**config.mk**
```make
export PLATFORM = sky130hd
export DESIGN_NAME = mult_result_accumulator_flat
export DESIGN_NICKNAME = d
export VERILOG_FILES = /design/src/rtl/mult_result_accumulator_pkg.sv /design/src/rtl/mult_result_accumulator_if.sv /design/src/rtl/mult_result_accumulator.sv /design/src/flat_wrapper.sv
export SDC_FILE = /design/constraint.sdc
export NUM_CORES = 1
export LEC_CHECK = 0
export ABC_CLOCK_PERIOD_IN_PS = 3350
export BUFFER_PORTS_ARGS = -buffer_cell sky130_fd_sc_hd__buf_2
export CAP_MARGIN = 5
export CELL_PAD_IN_SITES_DETAIL_PLACEMENT = 0
export CELL_PAD_IN_SITES_GLOBAL_PLACEMENT = 1
export CORE_ASPECT_RATIO = 0.6
export CORE_UTILIZATION = 42
export CTS_BUF_LIST = sky130_fd_sc_hd__clkbuf_8 sky130_fd_sc_hd__clkbuf_16
export DETAILED_ROUTE_END_ITERATION = 12
export GPL_ROUTABILITY_DRIVEN = 0
export PLACE_DENSITY_LB_ADDON = 0.1
export RECOVER_POWER = 25
export SYNTH_ARGS = -nofsm -noshare
export SYNTH_HDL_FRONTEND = slang
export SYNTH_SLANG_ARGS = --single-unit
```
**constraint.sdc**
```tcl
create_clock -name clk -period 3.35 [get_ports clk]
set_input_delay 0.5025 -clock clk [delete_from_list [all_inputs] [get_ports clk]]
set_output_delay 0.5025 -clock clk [all_outputs]
set_load 0.01 [all_outputs]
```
**src/rtl/mult_result_accumulator_pkg.sv**
```systemverilog
// Shared types and width helpers for the multiplier result accumulator.
package mult_pkg;

   localparam int unsigned DW_DEFAULT  = 4;
   localparam int unsigned LEN_DEFAULT = 4;

   typedef enum logic {
      ACC  = 1'b0,
      HOLD = 1'b1
   } acc_state_e;

   function automatic int unsigned rw_f(input int unsigned dw);
      return dw + dw;
   endfunction

   // Sum width grows by log2(LEN) so a full frame of maximal products cannot overflow.
   function automatic int unsigned aw_f(input int unsigned dw, input int unsigned len);
      return rw_f(dw) + $clog2(len);
   endfunction

endpackage

```
**src/rtl/mult_result_accumulator_if.sv**
```systemverilog
// Product-in / frame-sum-out valid/ready bundle for the accumulator.
interface mult_result_accumulator_if #(
   parameter int unsigned RW = 8,
   parameter int unsigned AW = 10
);

   logic          in_vld;
   logic          in_rdy;
   logic [RW-1:0] in_data;
   logic          out_vld;
   logic          out_rdy;
   logic [AW-1:0] out_data;

   modport master (
      output in_vld,
      output in_data,
      output out_rdy,
      input  in_rdy,
      input  out_vld,
      input  out_data
   );

   modport slave (
      input  in_vld,
      input  in_data,
      input  out_rdy,
      output in_rdy,
      output out_vld,
      output out_data
   );

endinterface

```
**src/rtl/mult_result_accumulator.sv**
```systemverilog
// Sums frames of LEN products from the multiplier and presents each sum on a held output.
module mult_result_accumulator
   import mult_pkg::*;
#(
   parameter int unsigned DW  = DW_DEFAULT,
   parameter int unsigned LEN = LEN_DEFAULT,
   parameter int unsigned RW  = rw_f(DW),
   parameter int unsigned CW  = $clog2(LEN),
   parameter int unsigned AW  = aw_f(DW, LEN)
) (
   input logic                      clk,
   input logic                      rst,
   input logic                      clr,
   mult_result_accumulator_if.slave bus
);

   localparam logic [CW-1:0] LAST_CNT = CW'(LEN - 1);

   acc_state_e    r_state;
   acc_state_e    w_state_nxt;
   logic [AW-1:0] r_acc;
   logic [CW-1:0] r_cnt;
   logic          r_out_vld;
   logic [AW-1:0] r_out_data;
   logic          w_in_rdy;
   logic          w_fire;
   logic          w_last;
   logic [AW-1:0] w_beat;

   // While holding a sum, a new beat is only taken in the cycle the sum drains.
   assign w_in_rdy = ~clr & ((r_state == ACC) | bus.out_rdy);
   assign w_fire   = bus.in_vld & w_in_rdy;
   assign w_last   = (r_cnt == LAST_CNT);
   assign w_beat   = AW'(bus.in_data);

   assign bus.in_rdy   = w_in_rdy;
   assign bus.out_vld  = r_out_vld;
   assign bus.out_data = r_out_data;

   always_comb begin
      w_state_nxt = r_state;
      unique case (r_state)
         ACC:     if (w_fire && w_last) w_state_nxt = HOLD;
         HOLD:    if (bus.out_rdy) w_state_nxt = ACC;
         default: w_state_nxt = ACC;
      endcase
      if (clr) w_state_nxt = ACC;
   end

   always_ff @(posedge clk or posedge rst) begin
      if (rst) begin
         r_state    <= ACC;
         r_acc      <= '0;
         r_cnt      <= '0;
         r_out_vld  <= 1'b0;
         r_out_data <= '0;
      end else begin
         r_state <= w_state_nxt;
         if (clr) begin
            r_acc     <= '0;
            r_cnt     <= '0;
            r_out_vld <= 1'b0;
         end else if (r_state == ACC) begin
            if (w_fire) begin
               if (w_last) begin
                  r_out_data <= r_acc + w_beat;
                  r_out_vld  <= 1'b1;
                  r_acc      <= '0;
                  r_cnt      <= '0;
               end else begin
                  r_acc <= r_acc + w_beat;
                  r_cnt <= r_cnt + CW'(1);
               end
            end
         end else if (bus.out_rdy) begin
            r_out_vld <= 1'b0;
            if (w_fire) begin
               r_acc <= w_beat;
               r_cnt <= CW'(1);
            end
         end
      end
   end

endmodule

```
**src/flat_wrapper.sv**
```systemverilog
// flat-port wrapper written by rule: the top's interface ports become plain ports
module mult_result_accumulator_flat import mult_pkg::*;
#(
   parameter int unsigned DW  = DW_DEFAULT,
   parameter int unsigned LEN = LEN_DEFAULT,
   parameter int unsigned RW  = rw_f(DW),
   parameter int unsigned CW  = $clog2(LEN),
   parameter int unsigned AW  = aw_f(DW, LEN)
)
  (clk, rst, clr, bus_in_vld, bus_in_data, bus_out_rdy, bus_in_rdy, bus_out_vld, bus_out_data);
  mult_result_accumulator_if #(.RW(RW), .AW(AW)) bus_i ();
  input logic clk;
  input logic rst;
  input logic clr;
  input wire logic [$bits(bus_i.in_vld)-1:0] bus_in_vld;
  input wire logic [$bits(bus_i.in_data)-1:0] bus_in_data;
  input wire logic [$bits(bus_i.out_rdy)-1:0] bus_out_rdy;
  output wire logic [$bits(bus_i.in_rdy)-1:0] bus_in_rdy;
  output wire logic [$bits(bus_i.out_vld)-1:0] bus_out_vld;
  output wire logic [$bits(bus_i.out_data)-1:0] bus_out_data;
  assign bus_i.in_vld = bus_in_vld;
  assign bus_i.in_data = bus_in_data;
  assign bus_i.out_rdy = bus_out_rdy;
  assign bus_in_rdy = bus_i.in_rdy;
  assign bus_out_vld = bus_i.out_vld;
  assign bus_out_data = bus_i.out_data;
  mult_result_accumulator #(.DW(DW), .LEN(LEN), .RW(RW), .CW(CW), .AW(AW)) u_core (.clk(clk), .rst(rst), .clr(clr), .bus(bus_i));
endmodule
```
==> qor.yml <==
timing:
  finalHoldViolCount: 0
  timing.hold.ws_ns: 0.423
  drv_slew: 0
  final.setup.tns_ns: 0
  rsz0062_at_grt: "false"
  setup_viol: 0
  fmax_ghz: 0.491
  post-route-period-util: 0.608
  fin_crit_ns: 2.04
  maxSlewHeadroom: 0.385
  skew_ns: 0.00893
  worst_pin_slew_ns: 0.922
grt:
  grt-ovfl-total: 0
  grt_first_pass_wirelength_mm: 4.69
  antenna_found_initial: 0
  grt_pass1_vias: 967
  grt.total_usage: 0.188
  grt_max_degree: 25
floorplan:
  coreArea_um2: 2980
  rows: 15
  start_util: 0.458
  fp.dieArea_um2: 3500
  io_pins: 25
  die_h_um: 46.2
  die_w_um: 75.7
worst_setup_path:
  critPathMaxFanout: 3
  endpoint_kind: "register"
  endpoint: "u_core.r_acc[8]$_DFFE_PP0P_"
  crit_family: "compound AO/OA/AOI/OAI gates"
  cp_slowest_cell: "fa_1"
  critPathBufInv: 1
  crit_required_ns: 3.51
  critPathLaunch: "u_core.r_acc[0]$_DFFE_PP0P_"
  r2r_end: "u_core.r_acc[8]$_DFFE_PP0P_"
  crit_path_max_incr_delay_ns: 0.39
  reg2reg_slack_ns: 1.31
  critical_path_class: "reg -> reg"
  start_kind: "register"
  r2r_start: "u_core.r_acc[0]$_DFFE_PP0P_"
  cp_num_cells: 8
  r2r_cells: 8
  crit_path_cell_trace: "ha_1 > inv_1 > fa_1 > nand2b_1 > a21oi_1 > a21o_1 > nor2_1 > o31a_1"
  crit_arrival_ns: 2.20
synth:
  ys_types: 36
  yosys_warnings: 0
  synthCells: 136
  yosysMostFrequentCell: "dfrtp_1"
  synthSimpleGateAreaFrac: 0.114
  synthArstFlopShare: 1.00
  ys_top_cells_by_area: "dfrtp_1 44%, ha_1 8.2%, a22oi_1 4.4%, o21ai_1 4.0%, nand2_1 3.6%"
  synth_top_area_share: 0.439
  syn_nets: 159
  synth_edf_count: 0
  syn_area_um2: 1370
  synth_xor_area_frac: 0.0512
  yosysSeqAreaShare: 0.439
  yosysTopAreaCell: "dfrtp_1"
  ys_ff_latch: 24
  synth_compound_area_frac: 0.250
  avgSynthCellArea_um2: 10.1
  synth_fa_ha_area_frac: 0.0970
  synthMuxAreaShare: 0.00823
  synthFlopType: "dfrtp_1"
  ys_top_cells_by_count: "24 x dfrtp_1, 13 x nand2_1, 11 x o21ai_1"
  synth_top_family_by_area: "compound AO/OA/AOI/OAI gates"
cts:
  postCtsResizedCells: 0
  cts_tree: "built"
  clockRootBuffer: "clkbuf_8"
  clkTransAtPathRegs_ns: 0.09
  numCtsBuffers: 3
  clock_latency_ns: 0.27
  hold_buffers: 0
  cts_num_sinks: 24
  post_cts_buffers: 0
  cts_max_level: 1
  clock_path_buffers: 2
drt:
  post_drt_wl_per_cell_um: 14.2
  met3_wirelength_um: 112
  drt_iter0_drc: 31
  totalWireLength_mm: 2.86
  highest_layer: "met4"
  viasPerCell: 5.39
  wl_met1_mm: 1.50
  routed-via-count: 1084
  drc: 0
  met2_length_mm: 1.22
  drtAntennaViolNets: 0
  drt-pass1-iter-count: 4
min_path:
  hold_class: "in -> async"
place:
  port_buffers: 24
  place_hpwl_mm: 2.11
layout:
  final_util: 0.522
  drive_gt1_frac: 0.214
  regArea_um2: 601
  multi_input_area_um2: 712
  n_fill_cell: 289
  nNetsFinal: 184
  diodes: 0
  syn_to_final_growth_pct: 13.8
pwr:
  powerDensity_nw_per_um2: 499
  totalPowerFinal_uw: 777
  ir_worst_vdd_uv: 304
  p_leak_uw: 0.000776
run:
  maxCapViolations: 0
outcome:
  status: "completed"
## report_power, final
part           internal [uW]  leakage, uW  switching (uW)
sequential               336     0.000324            28.9
combinational            109     0.000431             133
clock                   80.4    0.0000216            90.1
## final cells by class
cell class / instances / share of cell area
Sequential cell: 24 / 0.386
Inverter: 8 / 0.0193
Clock buffer: 3 / 0.0265
Multi-Input combinational cell: 100 / 0.457
Tap cell: 42 / 0.0338
Timing Repair Buffer: 24 / 0.0772
## stage by stage
step                      setup WS, ns  std cells  area (um^2)
after floorplan                   1.31        136         1370
after detailed placement          1.04        198         1520
final                             1.31        201         1560
after global placement            1.09        198         1520
after CTS                         1.29        201         1560
after global routing              1.19        201         1560
## worst reg2reg max path, cell delays in order (launching register included)
cell and delay, ns:
dfrtp_1 0.36, ha_1 0.20, inv_1 0.06, fa_1 0.39
nand2b_1 0.16, a21oi_1 0.27, a21o_1 0.21, nor2_1 0.05
o31a_1 0.24
## worst min-delay path by stage
stage                                       start                                 end  depth (start not counted)
2_1_floorplan         u_core.r_acc[0]$_DFFE_PP0P_         u_core.r_acc[0]$_DFFE_PP0P_                          2
3_3_place_gp   u_core.bus.out_data[5]$_DFFE_PP0P_  u_core.bus.out_data[5]$_DFFE_PP0P_                          2
3_5_place_dp   u_core.bus.out_data[3]$_DFFE_PP0P_  u_core.bus.out_data[3]$_DFFE_PP0P_                          2
4_1_cts                                       rst            u_core.r_state$_DFF_PP0_                          2
5_1_grt                            bus_in_data[0]         u_core.r_acc[0]$_DFFE_PP0P_                          3
6_report                                      rst            u_core.r_state$_DFF_PP0_                          2
## routing by layer
layer	vias up	GRT usage
li1	535	-
met1	529	0.270
met2	18	0.280
met3	2	0.0547
met4	0	0.0444
met5	-	0
## cells in the final DEF, fill, tap and decap left out, drive strengths merged
cell     count
buf         24
dfrtp       24
o21ai       19
nand2       13
ha           9
a22oi        8
inv          8
nor2         7
a21o         6
a21oi        6
xor2         4
xnor2        4
nand2b       4
clkbuf       3
a31oi        2
and4         2
nor2b        2
o31ai        1
a221oi       1
a211oi       1
o211ai       1
o2bb2ai      1
nor3         1
or3          1
and2b        1
a31o         1
a222oi       1
a2bb2oi      1
o31a         1
mux2         1
fa           1
## state kept, by name, summed over array words and instances, names as in the netlist
register / cells
u_core.bus.out_vld: 1
u_core.r_state: 1
u_core.r_cnt: 2
u_core.r_acc: 10
u_core.bus.out_data: 10
## logic make-up after synthesis
group / count (synthesis)
XOR/XNOR: 8
adder cells (fa/ha/maj): 10
buffers and inverters: 12
flip-flops: 24
AO/OA/AOI/OAI: 50
multiplexers: 1
AND/OR/NAND/NOR: 31
Note: power is estimated with default switching activity, not from simulation.
